===== src/rtl/branch_predictor_pkg.sv =====
// Shared definitions for the branch predictor: 2-bit counter encodings and reset values.
// Combinational only: no latency and no flow control.
// Imported by branch_predictor and sat_counter2.
package branch_predictor_pkg;

   typedef enum logic [1:0] {
      STRONG_NT = 2'b00,
      WEAK_NT   = 2'b01,
      WEAK_T    = 2'b10,
      STRONG_T  = 2'b11
   } ctr_e;

   localparam logic [1:0]  BHT_RESET_VAL = WEAK_NT;
   localparam logic [31:0] STAT_MAX      = 32'hFFFF_FFFF;

   function automatic logic ctr_says_taken(input logic [1:0] ctr);
      return ctr[1];
   endfunction

endpackage


===== src/rtl/branch_predictor_sat_counter2.sv =====
// Next state of a 2-bit saturating direction counter.
// Latency: combinational, zero cycles.
// Backpressure: none; pure function of (cur, taken).
module sat_counter2
   import branch_predictor_pkg::*;
(
   input  logic [1:0] cur,
   input  logic       taken,
   output logic [1:0] nxt
);

   always_comb begin
      nxt = cur;
      if (taken) begin
         if (cur != STRONG_T) nxt = cur + 2'd1;
      end else begin
         if (cur != STRONG_NT) nxt = cur - 2'd1;
      end
   end

endmodule


===== src/rtl/branch_predictor.sv =====
// IF-stage predictor: PC-indexed 2-bit BHT plus direct-mapped tagged BTB, trained from EX.
// Latency: lookup is combinational (zero cycles); training lands on the next rising edge.
// Backpressure: none; ex_stall freezes training and statistics. Optional gshare via BRANCH_PREDICTOR_GSHARE_EN.
module branch_predictor
   import branch_predictor_pkg::*;
#(
   parameter int BHT_INDEX_BITS = 6,
   parameter int BTB_INDEX_BITS = 4,
   parameter int XLEN           = 32
) (
   input  logic                      clk,
   input  logic                      reset_n,
   input  logic [XLEN-1:0]           if_pc,
   output logic                      pred_taken,
   output logic [XLEN-1:0]           pred_target,
   output logic [BHT_INDEX_BITS-1:0] pred_index,
   input  logic                      ex_branch,
   input  logic                      ex_stall,
   input  logic [XLEN-1:0]           ex_pc,
   input  logic [BHT_INDEX_BITS-1:0] ex_pred_index,
   input  logic                      ex_taken,
   input  logic [XLEN-1:0]           ex_target,
   input  logic                      ex_miss,
   output logic [31:0]               stat_branches,
   output logic [31:0]               stat_misses
);

   localparam int BHT_ENTRIES = 1 << BHT_INDEX_BITS;
   localparam int BTB_ENTRIES = 1 << BTB_INDEX_BITS;
   localparam int TAG_W       = XLEN - BTB_INDEX_BITS - 2;

   logic [1:0]       bht     [BHT_ENTRIES];
   logic             btb_vld [BTB_ENTRIES];
   logic [TAG_W-1:0] btb_tag [BTB_ENTRIES];
   logic [XLEN-1:0]  btb_tgt [BTB_ENTRIES];

   logic [BHT_INDEX_BITS-1:0] pc_bht_idx;
   logic [BTB_INDEX_BITS-1:0] if_btb_idx;
   logic [BTB_INDEX_BITS-1:0] ex_btb_idx;
   logic [TAG_W-1:0]          if_tag;
   logic [TAG_W-1:0]          ex_tag;
   logic                      btb_hit;
   logic                      train;
   logic [1:0]                ctr_nxt;
   logic                      unused_pc_bits;

   assign pc_bht_idx     = if_pc[BHT_INDEX_BITS+1:2];
   assign if_btb_idx     = if_pc[BTB_INDEX_BITS+1:2];
   assign if_tag         = if_pc[XLEN-1:BTB_INDEX_BITS+2];
   assign ex_btb_idx     = ex_pc[BTB_INDEX_BITS+1:2];
   assign ex_tag         = ex_pc[XLEN-1:BTB_INDEX_BITS+2];
   assign unused_pc_bits = ^{if_pc[1:0], ex_pc[1:0]};

   assign train = ex_branch && !ex_stall;

`ifdef BRANCH_PREDICTOR_GSHARE_EN
   logic [BHT_INDEX_BITS-1:0] ghr;

   assign pred_index = pc_bht_idx ^ ghr;

   // History only advances on resolved, unstalled branches, so it never needs repair.
   always_ff @(posedge clk) begin
      if (!reset_n) begin
         ghr <= '0;
      end else if (train) begin
         ghr <= {ghr[BHT_INDEX_BITS-2:0], ex_taken};
      end
   end
`else
   assign pred_index = pc_bht_idx;
`endif

   // A counter saying taken is ignored unless the BTB can also supply a target.
   assign btb_hit     = btb_vld[if_btb_idx] && (btb_tag[if_btb_idx] == if_tag);
   assign pred_taken  = btb_hit && ctr_says_taken(bht[pred_index]);
   assign pred_target = pred_taken ? btb_tgt[if_btb_idx] : if_pc + XLEN'(4);

   sat_counter2 u_sat_counter2 (
      .cur   (bht[ex_pred_index]),
      .taken (ex_taken),
      .nxt   (ctr_nxt)
   );

   always_ff @(posedge clk) begin
      if (!reset_n) begin
         for (int i = 0; i < BHT_ENTRIES; i++) bht[i] <= BHT_RESET_VAL;
         for (int j = 0; j < BTB_ENTRIES; j++) btb_vld[j] <= 1'b0;
         stat_branches <= '0;
         stat_misses   <= '0;
      end else if (train) begin
         bht[ex_pred_index] <= ctr_nxt;
         if (ex_taken) btb_vld[ex_btb_idx] <= 1'b1;
         if (stat_branches != STAT_MAX) stat_branches <= stat_branches + 32'd1;
         if (ex_miss && (stat_misses != STAT_MAX)) stat_misses <= stat_misses + 32'd1;
      end
   end

   // Tag and target payload are qualified by btb_vld, so they carry no reset.
   always_ff @(posedge clk) begin
      if (reset_n && train && ex_taken) begin
         btb_tag[ex_btb_idx] <= ex_tag;
         btb_tgt[ex_btb_idx] <= ex_target;
      end
   end

endmodule


===== config.mk =====
export PLATFORM = sky130hd
export DESIGN_NAME = branch_predictor
export DESIGN_NICKNAME = d
export VERILOG_FILES = /design/src/rtl/branch_predictor_pkg.sv /design/src/rtl/branch_predictor_sat_counter2.sv /design/src/rtl/branch_predictor.sv
export SDC_FILE = /design/constraint.sdc
export NUM_CORES = 1
export LEC_CHECK = 0
export CAP_MARGIN = 25
export CORE_MARGIN = 2
export CORE_UTILIZATION = 60
export CTS_CLUSTER_SIZE = 20
export DETAILED_ROUTE_END_ITERATION = 10
export HOLD_SLACK_MARGIN = 0.06
export PLACE_DENSITY = 0.79
export RECOVER_POWER = 25
export SLEW_MARGIN = 5
export SYNTH_ARGS = -nofsm -noshare
export SYNTH_HDL_FRONTEND = slang
export SYNTH_SLANG_ARGS = --single-unit

===== constraint.sdc =====
create_clock -name clk -period 6.7 [get_ports clk]
set_input_delay 0.67 -clock clk [delete_from_list [all_inputs] [get_ports clk]]
set_output_delay 0.67 -clock clk [all_outputs]
set_load 0.02 [all_outputs]

==> results.cfg, run 1 <==
[timing]
setup_tns_ps = 0
drv_slew = 0
setup_viol = 0
worst_slew_pin_slew_ps = 1080
finalWorstPathRequiredPeriod_ps = 5870
hold_viol_final = 0
fin_ws_ps = 828
max_freq_mhz = 170
post-route-period-util_pct = 87.6
relSlewSlack_pct = 27.7
worst_clock_skew_ps = 59.8
rsz0062_at_grt = no

[synth]
syn_inst = 2641
synthFlopType = edfxtp_1
synth_edf_count = 1056
synth_area_um2 = 46800
synth_cell_types = 66
yosysWarnings = 0
syn_area_per_cell_um2 = 17.7
synth_seq_cells = 1136
syn_nets = 2752
yosysSeqAreaShare_pct = 71.2
async_flop_share_pct = 0

[power_and_ir_drop]
clkPwrFrac_pct = 41.4
leakage_nw = 17.5
power.internal_mw = 11.6
peakVddDrop_mv = 0.264
p_per_area_nw_per_um2 = 276
switching_share_pct = 22.0
p_comb_share_pct = 6.1
seqPwrFrac_pct = 52.5
power.switching_mw = 3.27

[critical_path]
cp_max_fo = 39
critPathRequiredTime_ps = 6030
max_stage_delay_ps = 600
endpoint_kind = primary output
worstSetupPathType = in -> out
arrival_ps = 5200
cpMaxStageDelayCell = and4_1
startpoint_type = input port
cp_cell_sequence = buf_4 -> buf_4 -> and4_1 -> nand4_1 -> or3_1 -> nor2_1 -> nand3_1 -> nor2_1 -> xor2_1 -> mux2_2 -> clkdlybuf4s50_1

[floorplanning]
die_area_um2 = 80300
core_area_um2 = 77300
rows = 102
die_w_um = 283
ios = 211
initial_core_util_pct = 60.5
die_h_um = 283

[run]
cap_violations = 0

[global_routing]
globalRouteOverflowTotal = 0
grtUsageTotal_pct = 30.7
antenna_found_initial = 20
grt_pass1_wl_um = 180000
grt_pass1_vias = 27300
grt_max_degree = 115

[clocking]
clockBufferDepth = 3
cts.sinks = 1136
ctsHtreeMaxLevel = 3
cts_tree = done
cts.hold.buffers_added = 0
cts-resized-gates = 0
cts_buffers = 107
post_cts_buffers = 0
clkTransAtPathRegs_ps = 60
cts-root-buf = clkbuf_16
clkLatencyLatePin_ps = 700

[route]
antenna_left = 0
drt_pass1_iterations = 9
wirelength_um = 123000
route.detailed.drc = 0
viasPerCell = 6.70
drtIter0Drc = 3818
post_drt_wl_per_cell_um = 30.7
vias = 26800

[placed_design]
numPortBuffers = 208
place_ws_ps = 993
dpl.hpwl_um = 69600
placed_cells = 3785
place.gp.congestion = 0.898

[hold_path]
hold_path.class = reg -> reg

[cells_and_area]
area_growth_pct = 15.1
fillers = 4720
num-nets-final = 2972
final_cell_count_no_fill = 3996
drive_above_1_share_pct = 19.5

[run_status]
status = completed
[layout by cell type, fill, tap and decap left out, types with 68 or more instances in the layout]
| master | synthesis | final |
|---|---|---|
| nand2_1 | 189 | 189 |
| buf_4 | 15 | 68 |
| xnor2_1 | 68 | 68 |
| nor2_1 | 114 | 102 |
| mux4_2 | 260 | 260 |
| clkbuf_16 | 0 | 108 |
| a22oi_1 | 68 | 68 |
| edfxtp_1 | 1056 | 1056 |
| dfxtp_1 | 80 | 80 |
| clkdlybuf4s50_1 | 0 | 159 |
| nand3_1 | 98 | 98 |
[worst max-delay path: cells and delay by family]
family,cells,cell delay [ps]
xor+xnor,1,180
simple gates,6,2560
buf+inv,3,1600
mux,1,160
[cell families after synthesis]
group / count (synthesis) / synth area share [%]
AOI/OAI and AO/OA: 180 / 2.90
DFF: 1136 / 71.2
adders and majority gates: 5 / 0.123
and+or+nand+nor: 651 / 7.01
muxes: 369 / 15.0
xor gates and xnor gates: 107 / 2.00
buffers and inverters: 193 / 1.82
[registers in the layout, indices dropped and copies added (netlist names)]
register and count:
btb_tgt 512, btb_tag 416, bht 128, stat_branches 32, stat_misses 32, btb_vld 16
[path summary, 6_finish.rpt]
path	from	end	slack [ps]	cells past startpoint
setup / recovery	if_pc[4]	pred_target[31]	830	11
hold / removal	btb_vld[3]	btb_vld[3]	450	1
setup reg to reg	bht[57][1]	bht[60][1]	3750	8
hold reg to reg	btb_vld[3]	btb_vld[3]	450	1
[final cells by class]
class	count	area, um^2	share of cell area [%]
diodes	7	17.5	0.0325
multi-input cells	1312	12800	23.7
repair buffers	286	2800	5.19
clock buffers	132	2870	5.32
flip-flops and latches	1136	33300	61.8
well taps	1040	1300	2.42
inverters	18	68.8	0.128
clock inverters	65	728	1.35
[through the flow]
step / power, mW / hold slack (ps) / util (%) / cell area (um^2)
detailed placement: 8.84 / 436 / 64.9 / 50200
global placement: 8.80 / 428 / 64.8 / 50100
floorplan: 8.47 / 421 / - / 46800
CTS: 14.9 / 450 / 69.5 / 53800
finish: 14.9 / 451 / 69.7 / 53900
global route: 15.2 / 465 / 69.7 / 53900
[power by group through the flow]
| stage | Combinational [mW] | Clock, mW | Sequential, mW |
|---|---|---|---|
| floorplan | 0.522 | 0 | 7.95 |
| global placement | 0.854 | 0 | 7.95 |
| detailed placement | 0.884 | 0 | 7.95 |
| CTS | 0.896 | 6.19 | 7.80 |
| global route | 0.956 | 6.44 | 7.80 |
| finish | 0.909 | 6.15 | 7.80 |
[Yosys cell counts (all sizes together), types with 12 or more instances]
cell type,instances,share of area (%)
nor2,114,0.91
mux4,260,13
nand4,42,0.56
inv,18,0.14
a22oi,68,1.1
edfxtp,1056,68
nand2,189,1.5
nor3,15,0.16
nand3,98,1.0
xnor2,68,1.3
nand2b,12,0.16
a221oi,14,0.30
mux2,47,1.1
buf,67,0.81
clkbuf,108,0.87
and2,67,0.90
xor2,39,0.73
and4,14,0.26
nor2b,19,0.25
o22ai,14,0.19
a21o,17,0.27
and3,35,0.47
a21oi,12,0.13
mux2i,62,1.3
dfxtp,80,3.4
[metal layers]
layer | GRT usage, % | wire length, um
met1 | 40.5 | 42900
met2 | 49.8 | 60300
met3 | 7.67 | 14800
met4 | 11.8 | 4550
met5 | 0 | 115
(Power assumes the default switching activity.)
==> inputs of run 2 (changes only) <==
--- a/config.mk
+++ b/config.mk
@@ -5,7 +5,7 @@
 export SDC_FILE = /design/constraint.sdc
 export NUM_CORES = 1
 export LEC_CHECK = 0
-export CAP_MARGIN = 25
+export CAP_MARGIN = 5
 export CORE_MARGIN = 2
 export CORE_UTILIZATION = 60
 export CTS_CLUSTER_SIZE = 20
==> run 2 against run 1 <==
Hold slack better by 6.1 ps. Register-to-register slack worse by 140 ps. First-iteration DRC count down 9.2%. Clock power up 5.5%. Critical path depth unchanged. Clock skew up 18 ps. Global-route usage down 0.18 points. Cell count about the same. Maximum frequency up 0.59%. Die area unchanged. Critical path type unchanged. Critical endpoint is now pred_target[7]. Largest power group unchanged.
==> results.cfg, run 2 (synthesis gave the netlist of run 1 again) <==
[run_status]
status = completed

[cells_and_area]
final_cell_count_no_fill = 3999
ff_latch_area_um2 = 33300
layout_commonest_cell = edfxtp_1
drive_above_1_share_pct = 19.4
final_cell_mix = 1056 x edfxtp_1, 260 x mux4_2, 189 x nand2_1
top_register = btb_tgt
fillers = 4708
num-nets-final = 2966
fin_util_pct = 69.8
area_growth_pct = 15.3
multi_input_area_um2 = 12800
finalInstanceArea_um2 = 54000
largest_register_ffs = 512
top_regs = btb_tgt: 512 flops, btb_tag: 416 flops, bht: 128 flops

[route]
post_drt_wl_per_cell_um = 30.5
antenna_left = 0
vias = 26700
viasPerCell = 6.68
drtIter0Drc = 3468
drt_pass1_iterations = 6
wirelength_um = 122000
route.detailed.drc = 0

[critical_path]
worstSetupPathType = in -> out
endpoint = pred_target[7]
critPathRequiredTime_ps = 6030
cp_max_fo = 65
r2r_setup_slack_ps = 3610
r2r_start = bht[57][1]
reg2reg_depth = 7
cp-startpoint = if_pc[3]
endpoint_kind = primary output
rr_endpoint = bht[38][0]
startpoint_type = input port
arrival_ps = 5170

[power_and_ir_drop]
switching_share_pct = 21.9
p_comb_share_pct = 5.9
power.internal_mw = 11.9
seqPwrFrac_pct = 51.4
p_per_area_nw_per_um2 = 281
power.switching_mw = 3.33
peakVddDrop_mv = 0.253
power_mw = 15.2
leakage_nw = 17.5
clkPwrFrac_pct = 42.7

[placed_design]
place.gp.congestion = 0.898
numPortBuffers = 208
place_ws_ps = 957
dpl.hpwl_um = 69500
placed_cells = 3783
placed_area_um2 = 50100

[timing]
setup_tns_ps = 0
hold-worst-slack_ps = 457
drv_slew = 0
worst_slew_pin_slew_ps = 1330
post-route-period-util_pct = 87.1
max_freq_mhz = 171
setup_viol = 0
relSlewSlack_pct = 11.0
hold_viol_final = 0
fin_ws_ps = 862
worst_clock_skew_ps = 77.8
finalWorstPathRequiredPeriod_ps = 5840
rsz0062_at_grt = no

[clocking]
cts-root-buf = clkbuf_16
cts-resized-gates = 0
cts_buffers = 110
clockBufferDepth = 3
cts_tree = done
ctsHtreeMaxLevel = 3
post_cts_buffers = 0
clkLatencyLatePin_ps = 710
clkTransAtPathRegs_ps = 60
cts.sinks = 1136
cts.hold.buffers_added = 0

[global_routing]
antenna_found_initial = 17
globalRouteOverflowTotal = 0
grt_pass1_vias = 27200
grt_pass1_wl_um = 179000
grtUsageTotal_pct = 30.5
grt_max_degree = 115

[floorplanning]
ios = 211
core_area_um2 = 77300
die_h_um = 283
die_w_um = 283
rows = 102
die_area_um2 = 80300
initial_core_util_pct = 60.5

[run]
cap_violations = 0

[hold_path]
hold_path.class = reg -> reg
-- run 2: how the worst min path moves through the flow --
stage                      from          end  slack (ps)  cells after the start
finish               btb_vld[0]   btb_vld[0]         460                      1
global route         btb_vld[8]   btb_vld[8]         470                      1
CTS                  btb_vld[0]   btb_vld[0]         450                      1
detailed placement   btb_vld[0]   btb_vld[0]         440                      1
global placement     btb_vld[9]   btb_vld[9]         430                      1
floorplan           btb_vld[10]  btb_vld[10]         420                      1
-- run 2: power groups by stage --
stage               registers [mW]  clock network, mW  logic [mW]
finish                        7.80               6.49       0.897
global route                  7.80               6.78       0.943
CTS                           7.80               6.52       0.888
detailed placement            7.95                  0       0.876
global placement              7.95                  0       0.854
floorplan                     7.95                  0       0.522
-- run 2: layout make-up --
cell class,count,area share [%]
Antenna cell,8,0.0371
Clock inverter,74,1.73
Tap cell,1040,2.41
Timing Repair Buffer,277,4.91
Sequential cell,1136,61.7
Multi-Input combinational cell,1312,23.7
Inverter,18,0.128
Clock buffer,134,5.36
-- run 2: metal layers --
| layer | global-route usage [%] | up-vias | wire (um) |
|---|---|---|---|
| li1 | - | 11000 | - |
| met1 | 41.5 | 13600 | 43300 |
| met2 | 49.6 | 1833 | 60000 |
| met3 | 6.90 | 275 | 15100 |
| met4 | 10.1 | 16 | 3480 |
| met5 | 0 | - | 88 |
-- run 2: critical path: stages --
cell and delay [ps]:
buf_8 490, and2b_1 520, a221oi_1 200, a211oi_1 710
o32ai_1 150, nor4b_1 460, nand4_1 240, nor4_4 380
buf_12 270, mux2_2 410, clkdlybuf4s50_1 550
